===== src/rtl/axil_master.sv =====
// Single-outstanding AXI4-Lite initiator that turns a cmd/rsp handshake into AXI-Lite reads and writes.
// Define AXIL_MASTER_TIMEOUT_EN to bound the B/R wait to TIMEOUT_CYCLES, answering 2'b11 / 32'hDEAD_BEEF.
module axil_master #(
  parameter int ADDR_W         = 32,
  parameter int TIMEOUT_CYCLES = 1024
) (
  input  logic              clk,
  input  logic              reset,
  input  logic              cmd_valid,
  output logic              cmd_ready,
  input  logic              cmd_wr,
  input  logic [ADDR_W-1:0] cmd_addr,
  input  logic [31:0]       cmd_wdata,
  input  logic [3:0]        cmd_wstrb,
  output logic              rsp_valid,
  input  logic              rsp_ready,
  output logic [31:0]       rsp_rdata,
  output logic [1:0]        rsp_resp,
  output logic [ADDR_W-1:0] M_AXI_AWADDR,
  output logic              M_AXI_AWVALID,
  input  logic              M_AXI_AWREADY,
  output logic [31:0]       M_AXI_WDATA,
  output logic [3:0]        M_AXI_WSTRB,
  output logic              M_AXI_WVALID,
  input  logic              M_AXI_WREADY,
  input  logic [1:0]        M_AXI_BRESP,
  input  logic              M_AXI_BVALID,
  output logic              M_AXI_BREADY,
  output logic [ADDR_W-1:0] M_AXI_ARADDR,
  output logic              M_AXI_ARVALID,
  input  logic              M_AXI_ARREADY,
  input  logic [31:0]       M_AXI_RDATA,
  input  logic [1:0]        M_AXI_RRESP,
  input  logic              M_AXI_RVALID,
  output logic              M_AXI_RREADY
);

  typedef enum logic [2:0] {IDLE, WR_ADDR_DATA, WR_RESP, RD_ADDR, RD_DATA, RSP} state_e;

  if (TIMEOUT_CYCLES < 1 || TIMEOUT_CYCLES > 65536) begin : g_bad_timeout
    $error("TIMEOUT_CYCLES must fit the 16-bit wait counter");
  end

  state_e              state_q;
  logic [ADDR_W-1:0]   addr_q;
  logic [31:0]         wdata_q;
  logic [3:0]          wstrb_q;
  logic                awvalid_q, wvalid_q, bready_q, arvalid_q, rready_q;
  logic                aw_done_q, w_done_q;
  logic                rsp_valid_q;
  logic [31:0]         rsp_rdata_q;
  logic [1:0]          rsp_resp_q;
  logic                accept;
  logic                timeout_hit;

  assign cmd_ready = (state_q == IDLE) && !rsp_valid_q;
  assign accept    = cmd_valid && cmd_ready;

`ifdef AXIL_MASTER_TIMEOUT_EN
  localparam logic [15:0] TO_LAST = 16'(TIMEOUT_CYCLES - 1);
  logic [15:0] wait_cnt_q;

  // Only the response wait is bounded; address/data VALIDs must never be withdrawn.
  always_ff @(posedge clk or posedge reset) begin
    if (reset) begin
      wait_cnt_q <= '0;
    end else if (accept) begin
      wait_cnt_q <= '0;
    end else if (state_q == WR_RESP || state_q == RD_DATA) begin
      wait_cnt_q <= wait_cnt_q + 16'd1;
    end
  end

  assign timeout_hit = (wait_cnt_q == TO_LAST);
`else
  assign timeout_hit = 1'b0;
`endif

  always_ff @(posedge clk or posedge reset) begin
    if (reset) begin
      state_q     <= IDLE;
      addr_q      <= '0;
      wdata_q     <= '0;
      wstrb_q     <= '0;
      awvalid_q   <= 1'b0;
      wvalid_q    <= 1'b0;
      bready_q    <= 1'b0;
      arvalid_q   <= 1'b0;
      rready_q    <= 1'b0;
      aw_done_q   <= 1'b0;
      w_done_q    <= 1'b0;
      rsp_valid_q <= 1'b0;
      rsp_rdata_q <= '0;
      rsp_resp_q  <= '0;
    end else begin
      case (state_q)
        IDLE: begin
          if (accept) begin
            addr_q    <= cmd_addr;
            wdata_q   <= cmd_wdata;
            wstrb_q   <= cmd_wstrb;
            aw_done_q <= 1'b0;
            w_done_q  <= 1'b0;
            if (cmd_wr) begin
              awvalid_q <= 1'b1;
              wvalid_q  <= 1'b1;
              state_q   <= WR_ADDR_DATA;
            end else begin
              arvalid_q <= 1'b1;
              state_q   <= RD_ADDR;
            end
          end
        end
        WR_ADDR_DATA: begin
          // AW and W complete independently; the move to WR_RESP uses the registered flags.
          if (awvalid_q && M_AXI_AWREADY) begin
            awvalid_q <= 1'b0;
            aw_done_q <= 1'b1;
          end
          if (wvalid_q && M_AXI_WREADY) begin
            wvalid_q <= 1'b0;
            w_done_q <= 1'b1;
          end
          if (aw_done_q && w_done_q) begin
            bready_q <= 1'b1;
            state_q  <= WR_RESP;
          end
        end
        WR_RESP: begin
          if (bready_q && M_AXI_BVALID) begin
            bready_q    <= 1'b0;
            rsp_resp_q  <= M_AXI_BRESP;
            rsp_rdata_q <= '0;
            rsp_valid_q <= 1'b1;
            state_q     <= RSP;
          end else if (timeout_hit) begin
            bready_q    <= 1'b0;
            rsp_resp_q  <= 2'b11;
            rsp_rdata_q <= 32'hDEAD_BEEF;
            rsp_valid_q <= 1'b1;
            state_q     <= RSP;
          end
        end
        RD_ADDR: begin
          if (arvalid_q && M_AXI_ARREADY) begin
            arvalid_q <= 1'b0;
            rready_q  <= 1'b1;
            state_q   <= RD_DATA;
          end
        end
        RD_DATA: begin
          if (rready_q && M_AXI_RVALID) begin
            rready_q    <= 1'b0;
            rsp_resp_q  <= M_AXI_RRESP;
            rsp_rdata_q <= M_AXI_RDATA;
            rsp_valid_q <= 1'b1;
            state_q     <= RSP;
          end else if (timeout_hit) begin
            rready_q    <= 1'b0;
            rsp_resp_q  <= 2'b11;
            rsp_rdata_q <= 32'hDEAD_BEEF;
            rsp_valid_q <= 1'b1;
            state_q     <= RSP;
          end
        end
        RSP: begin
          if (rsp_ready) begin
            rsp_valid_q <= 1'b0;
            state_q     <= IDLE;
          end
        end
        default: state_q <= IDLE;
      endcase
    end
  end

  assign rsp_valid     = rsp_valid_q;
  assign rsp_rdata     = rsp_rdata_q;
  assign rsp_resp      = rsp_resp_q;
  assign M_AXI_AWADDR  = addr_q;
  assign M_AXI_AWVALID = awvalid_q;
  assign M_AXI_WDATA   = wdata_q;
  assign M_AXI_WSTRB   = wstrb_q;
  assign M_AXI_WVALID  = wvalid_q;
  assign M_AXI_BREADY  = bready_q;
  assign M_AXI_ARADDR  = addr_q;
  assign M_AXI_ARVALID = arvalid_q;
  assign M_AXI_RREADY  = rready_q;

endmodule


===== config.mk =====
export PLATFORM = sky130hd
export DESIGN_NAME = axil_master
export DESIGN_NICKNAME = d
export VERILOG_FILES = /design/src/rtl/axil_master.sv
export SDC_FILE = /design/constraint.sdc
export NUM_CORES = 1
export LEC_CHECK = 0
export ABC_AREA = 1
export CAP_MARGIN = 20
export CORE_ASPECT_RATIO = 1.2
export CORE_MARGIN = 8
export CORE_UTILIZATION = 35
export CTS_CLUSTER_DIAMETER = 40
export CTS_CLUSTER_SIZE = 24
export DETAILED_ROUTE_END_ITERATION = 8
export GPL_ROUTABILITY_DRIVEN = 0
export MAX_ROUTING_LAYER = met4
export PLACE_DENSITY = 0.82
export SETUP_SLACK_MARGIN = 0.4
export SYNTH_ARGS = -nofsm -noshare
export SYNTH_HDL_FRONTEND = slang
export SYNTH_SLANG_ARGS = --single-unit

===== constraint.sdc =====
create_clock -name clk -period 3.8 [get_ports clk]
set_input_delay 0.38 -clock clk [delete_from_list [all_inputs] [get_ports clk]]
set_output_delay 0.38 -clock clk [all_outputs]
set_load 0.05 [all_outputs]

; ---- After elaboration in Yosys (flattened, before gate mapping)
; Cells that the tools add are included.
[totals]
regBits = 113
latchBits = 0
ram_bits = 0
rom_bits = 0
in_bits = 114
output_inout_bits = 141
word_cells = 95
mem_count = 0
[classes]
n_addsub = 0
mul = 0
n_div = 0
n_lt_le_gt_ge = 0
n_eq_ne = 15
n_shift = 0
n_mux = 39
n_bitwise = 0
n_reduce_logical = 27
[op_table]
columns = cell, count
row1 = $mux 32, 2
row2 = $pmux 32 s2, 1
row3 = $ne 2x2->1 const B, 10
row4 = $mux 3, 6
row5 = $pmux 3 s6, 1
row6 = $mux 1, 17
row7 = $reduce_and 4->1, 4
row8 = $reduce_and 3->1, 5
row9 = $pmux 1 s2, 7
row10 = $reduce_bool 2->1, 5
row11 = $logic_and 1x1->1, 8
row12 = $eq 3x2->1 const B, 2
row13 = $eq 3x3->1 const B, 2
row14 = $mux 2, 3
row15 = $reduce_and 6->1, 1
row16 = $pmux 2 s2, 1
row17 = $eq 3x1->1 const B, 1
row18 = $logic_not 3->1, 1
row19 = $pmux 1 s3, 1
row20 = $reduce_bool 3->1, 1
row21 = $reduce_and 2->1, 1
row22 = $logic_not 1->1, 1

; ---- Depth between registers and ports, before layout
; Gate-level depths: netlist of the first run.
[logic_depth]
word_depth = 5
mapped_depth = 10
mapped_depth_nobuf = 9

; ---- Worst setup path after synthesis of the first run
; No wires, ideal clock.
[synth_path]
path_kind = reg-to-output
startpoint = register state_q[1]
endpoint = output port cmd_ready
t_arrival_ns = 1.342
required_ns = 3.420
setup_slack_ns = 2.078
path_stages_with_launch = 4
path_buffers = 0
path_cell_list = dfrtp_1 > nor2_2 > nand2_2 > nor2_1
[synth_between]
elab_chain_cells = 2
[synth_rtl]
columns = element, line
row1 = start: declaration, 44  ; state_e state_q;
row2 = start signal: assignment, 81  ; state_q <= IDLE;
row3 = start signal: assignment, 107  ; state_q <= WR_ADDR_DATA;
row4 = start signal: assignment, 110  ; state_q <= RD_ADDR;
row5 = $logic_not 3->1, 56  ; assign cmd_ready = (state_q == IDLE) && !rsp_valid_q;
row6 = $logic_and 1x1->1, 56
row7 = end: declaration, 10  ; output logic cmd_ready,
; Every way passes these cells.

; ---- Worst setup path after layout of the first run
; Same ends and word-level chain as after synthesis.

==> flow_summary.json, run 1 <==
{
  "hold_path.class": "in -> async",
  "p_sw_frac": 0.513,
  "synthTopCellsByArea": "dfrtp_1 (58%), nand2_1 (17%), inv_1 (6.9%)",
  "nFillCells": 1190,
  "drc_errors": 0,
  "worstMarginPinSlew_ns": 0.811,
  "cp_num_cells": 4,
  "status": "finished clean",
  "postRouteAntennaNets": 0,
  "startpoint": "state_q[1]$_DFFE_PP0P_",
  "die_w_um": 124,
  "start_kind": "flop",
  "synthesis.nets": 689,
  "crit_buf_inv": 1,
  "viasPerCell": 4.41,
  "grt_antenna_before_repair": 0,
  "grt.total_usage": 0.174,
  "r2r-end": "rsp_rdata[14]$_DFFE_PP0P_",
  "start_util": 0.355,
  "critical-path-slowest-cell": "clkdlybuf4s50_1",
  "setup_ws_ns": 1.28,
  "cts_max_path_buffers": 2,
  "finalMaxSlewViolations": 0,
  "fmaxAchievable_mhz": 397,
  "syn_inst": 575,
  "synth.avg_cell_area_um2": 8.46,
  "die_y_um": 145,
  "post_cts_buffers": 0,
  "power_mw": 8.80,
  "area_delta_synth_final_pct": 62.3,
  "clk_pin_slew_worst_paths_ns": 0.06,
  "clockPowerShare": 0.169,
  "overflow": 0,
  "avgRoutedWirePerCell_um": 15.4,
  "port_buffers": 254,
  "cts.repair.resized": 0,
  "cts_tree": "built",
  "post-place-ws_ns": 1.48,
  "rsz0062_at_grt": "false",
  "hold_buffers": 0,
  "irDropWorstVdd_v": 0.000967,
  "synth_largest_area_cell": "dfrtp_1",
  "drtIter0Drc": 265,
  "slowest_delay_ns": 0.82,
  "path_cells": "nor2_2 -> nand2_2 -> nor2_1 -> clkdlybuf4s50_1",
  "synth_warnings": 0,
  "p_per_area_mw_per_mm2": 1110,
  "p_int_mw": 4.28,
  "finalWirelength_mm": 15.1,
  "ys_types": 16,
  "dpl.hpwl_mm": 11.6,
  "cts_sinks": 113,
  "cp_data_required_time_ns": 3.42,
  "slew_headroom": 0.460,
  "numCtsBuffers": 17,
  "die_area_mm2": 0.0179,
  "dpl_cell_area_mm2": 0.00731,
  "cp_top_family": "buffers and inverters",
  "yosysSeqAreaShare": 0.581,
  "r2r_setup_slack_ns": 1.82,
  "crit_end": "cmd_ready",
  "critPathCaptureType": "output port",
  "synth_top_cell_area_share": 0.581,
  "reg2regPathDepth": 6,
  "io_pins": 255,
  "hold_viol_final": 0,
  "grt_pass1_wl_mm": 23.8,
  "fin_crit_sh": 0.663,
  "crit_fanout": 6,
  "layout-drive-gt1-share": 0.0504,
  "clock_skew_ns": 0.0165,
  "grt_max_degree": 74,
  "h-tree-depth": 4,
  "min_period_ns": 2.52,
  "timing.setup.tns_ns": 0,
  "power.leakage_nw": 3.73,
  "final_net_count": 915,
  "drv_cap": 0,
  "worstPathArrival_ns": 2.14,
  "ys_seq_elements": 113,
  "num_rows": 47,
  "seqPwrFrac": 0.244,
  "r2r-start": "state_q[1]$_DFFE_PP0P_",
  "diodes": 0,
  "first_pass_iters": 6,
  "power.switching_mw": 4.52,
  "worstSetupPathType": "reg -> out",
  "worst_skew_pair.late_latency_ns": 0.40,
  "final_design_area_no_fill_mm2": 0.00790,
  "cts_root_buf": "clkbuf_16",
  "vias": 4346,
  "core_area_mm2": 0.0137,
  "setup_violations": 0,
  "grt_pass1_vias": 4524,
  "synthesis.area_mm2": 0.00487,
  "combinationalPowerShare": 0.587
}
[how the worst min path moves through the flow]
stage	depth (start not counted)	slack, ns	endpoint
after detailed placement	2	0.46	rsp_rdata[10]$_DFFE_PP0P_
after global routing	2	0.49	rsp_rdata[10]$_DFFE_PP0P_
after global placement	2	0.46	rsp_resp[1]$_DFFE_PP0P_
after floorplan	2	0.46	w_done_q$_DFFE_PP0P_
after CTS	2	0.48	rsp_rdata[10]$_DFFE_PP0P_
final	2	0.47	M_AXI_ARADDR[31]$_DFFE_PP0P_
[per-layer routing]
metal	global-route usage	vias up	wire, µm
li1	-	2153	-
met1	0.198	1976	5980
met2	0.278	196	7270
met3	0.0555	21	1580
met4	0.0646	0	319
met5	-	-	0
[synthesized netlist by cell type (all sizes together)]
cell type,instances
a21oi,3
buf,47
clkbuf,5
dfrtp,113
inv,89
nand2,219
nand3,13
nor2,12
nor3,1
o21ai,73
[through the flow]
stage	std cells	hold WS, ns	utilization
finish	985	0.474	0.576
global route	985	0.492	0.576
CTS	984	0.481	0.574
detailed placement	952	0.464	0.534
global placement	952	0.461	0.534
floorplan	575	0.464	-
[area by class of cell]
class | count | area [µm²] | share of cell area
Timing Repair Buffer | 259 | 2630 | 0.332
Multi-Input combinational cell | 321 | 1340 | 0.169
Tap cell | 171 | 214 | 0.0271
Clock inverter | 13 | 114 | 0.0144
Inverter | 89 | 337 | 0.0426
Sequential cell | 113 | 2830 | 0.358
Clock buffer | 19 | 443 | 0.0561
[sequential cells by signal (all words and copies together), names as in the netlist]
register       flops
rsp_resp           2
M_AXI_RREADY       1
rsp_rdata         32
M_AXI_ARVALID      1
w_done_q           1
rsp_valid          1
M_AXI_ARADDR      32
M_AXI_AWVALID      1
M_AXI_WVALID       1
M_AXI_BREADY       1
state_q            3
M_AXI_WSTRB        4
M_AXI_WDATA       32
aw_done_q          1
[cells by family (layout without fill, tap and decap cells)]
| logic type | after synthesis | after routing | share of synthesized area |
|---|---|---|---|
| compound gates | 76 | 76 | 0.0782 |
| simple gates | 245 | 245 | 0.197 |
| buf+inv | 141 | 380 | 0.144 |
| flops | 113 | 113 | 0.581 |
[power groups by stage]
| stage | clock [mW] | combinational [mW] | sequential, mW |
|---|---|---|---|
| final | 1.49 | 5.16 | 2.15 |
| after global routing | 1.58 | 5.47 | 2.24 |
| after CTS | 1.52 | 5.20 | 2.15 |
| after detailed placement | 0 | 5.19 | 2.16 |
| after global placement | 0 | 5.11 | 2.14 |
| after floorplan | 0 | 1.78 | 3.93 |
[layout by cell type (no fill, tap or decap)]
cell | Yosys | layout
clkinvlp_4 | 0 | 5
clkbuf_8 | 0 | 1
o21ai_0 | 65 | 65
o21ai_1 | 8 | 8
buf_4 | 32 | 2
buf_12 | 0 | 2
clkinv_2 | 0 | 4
nand2_1 | 218 | 218
buf_16 | 0 | 1
nor3_4 | 1 | 1
nand3_1 | 12 | 12
inv_6 | 0 | 1
dfrtp_1 | 113 | 113
nand2_2 | 1 | 1
nor2_2 | 1 | 1
nor2_1 | 11 | 11
bufinv_16 | 0 | 1
inv_4 | 0 | 1
clkinv_4 | 0 | 2
a21oi_1 | 3 | 3
clkbuf_1 | 5 | 1
clkdlybuf4s50_1 | 0 | 254
clkbuf_16 | 0 | 17
inv_1 | 89 | 88
nand3_2 | 1 | 1
No activity file was read; power rests on OpenSTA's default activity.
==> run 2, diff against run 1 <==
Clock period 3.8 ns to 2.6 ns, I/O delays scaled along.
==> flow_summary.json, run 2 (same netlist as run 1, synthesis figures left out) <==
{
  "hold_buffers": 0,
  "diodes": 0,
  "cts_root_buf": "clkbuf_16",
  "layout_commonest_cell": "clkdlybuf4s50_1",
  "post_cts_buffers": 0,
  "dp_cells": 955,
  "numCtsBuffers": 17,
  "power.leakage_nw": 3.77,
  "dpl_cell_area_mm2": 0.00734,
  "overflow": 0,
  "worstMarginPinSlew_ns": 0.579,
  "cts_max_path_buffers": 2,
  "die_y_um": 145,
  "grt_pass1_vias": 4439,
  "avgRoutedWirePerCell_um": 14.8,
  "min_period_ns": 2.07,
  "final_net_count": 917,
  "cp_data_required_time_ns": 2.34,
  "finalWirelength_mm": 14.6,
  "num_rows": 47,
  "status": "finished clean",
  "drc_errors": 0,
  "layout-drive-gt1-share": 0.0515,
  "cts_sinks": 113,
  "start_util": 0.355,
  "drtIter0Drc": 335,
  "rsz0062_at_grt": "false",
  "final_cell_mix": "clkdlybuf4s50_1 (253), nand2_1 (218), dfrtp_1 (113)",
  "postRouteAntennaNets": 0,
  "die_w_um": 124,
  "fin_cells": 986,
  "irDropWorstVdd_v": 0.00109,
  "port_buffers": 254,
  "worstSetupPathType": "reg -> out",
  "clk_pin_slew_worst_paths_ns": 0.05,
  "grt_antenna_before_repair": 0,
  "hold_viol_final": 0,
  "cts_tree": "built",
  "finalMaxSlewViolations": 0,
  "fmaxAchievable_mhz": 483,
  "start_kind": "flop",
  "p_per_area_mw_per_mm2": 1640,
  "fin_crit_sh": 0.796,
  "clock_skew_ns": 0.0132,
  "grt.total_usage": 0.167,
  "worst_skew_pair.late_latency_ns": 0.39,
  "worstPathArrival_ns": 1.81,
  "die_area_mm2": 0.0179,
  "core_area_mm2": 0.0137,
  "area_delta_synth_final_pct": 63.2,
  "vias": 4314,
  "viasPerCell": 4.38,
  "final_design_area_no_fill_mm2": 0.00794,
  "dpl.hpwl_mm": 11.2,
  "h-tree-depth": 4,
  "grt_max_degree": 106,
  "grt_pass1_wl_mm": 22.9,
  "timing.setup.tns_ns": 0,
  "slew_headroom": 0.613,
  "drv_cap": 0,
  "crit_fanout": 6,
  "first_pass_iters": 4,
  "setup_violations": 0,
  "critPathCaptureType": "output port",
  "io_pins": 255,
  "hold_path.class": "in -> async"
}
run 2: worst paths after layout:
kind	cells past startpoint	to	slack, ns	startpoint
worst max-delay path	4	cmd_ready	0.53	state_q[1]$_DFFE_PP0P_
worst min-delay path	2	M_AXI_ARADDR[26]$_DFFE_PP0P_	0.15	reset
worst max register to register	5	M_AXI_WDATA[1]$_DFFE_PP0P_	0.77	state_q[1]$_DFFE_PP0P_
worst min register to register	2	rsp_rdata[7]$_DFFE_PP0P_	0.48	rsp_rdata[7]$_DFFE_PP0P_
max in group asynchronous	3	rsp_resp[1]$_DFFE_PP0P_	1.63	reset
min in group clk	3	rsp_rdata[20]$_DFFE_PP0P_	0.39	M_AXI_RDATA[20]
run 2: final cells by class:
type | count | area (µm²)
fillers | 1189 | 5760
clock buffers | 21 | 470
clock inverters | 10 | 134
multi-input cells | 321 | 1340
flip-flops and latches | 113 | 2830
well taps | 171 | 214
inverters | 89 | 338
repair buffers | 261 | 2620
run 2: where the power goes:
part           internal [mW]  switching, mW  leakage (nW)  total, mW
Sequential              2.58          0.541          1.40       3.12
Combinational           2.35           5.20          2.08       7.54
Clock                   1.57          0.788         0.295       2.36
Total                   6.50           6.53          3.77       13.0
run 2: critical path: stages, from the launching register on:
cell,delay (ns)
dfrtp_1,0.43
nor2_2,0.20
nand2_2,0.14
nor2_1,0.11
dlygate4sd2_1,0.54
run 2: repair_timing:
item / CTS / global route
endpoints found under the hold margin: 0 / 0
gates resized for setup: 1 / 0
setup endpoints to repair: 1 / 0
run 2: stage by stage:
step           setup WS, ns  total power, mW  hold WS [ns]   util
6_report              0.531             13.0         0.148  0.580
5_1_grt               0.425             13.7         0.158  0.580
4_1_cts               0.514             13.2         0.136  0.580
3_5_place_dp          0.677             10.8         0.465  0.536
3_3_place_gp          0.705             10.6         0.461  0.536
2_1_floorplan         0.969             8.34         0.370      -
run 2: metal layers:
layer,vias to the layer above,share of wire,track usage
met2,194,0.47,0.269
li1,2155,-,-
met3,7,0.12,0.0629
met5,-,0,-
met1,1958,0.40,0.190
met4,0,0.0058,0.0392
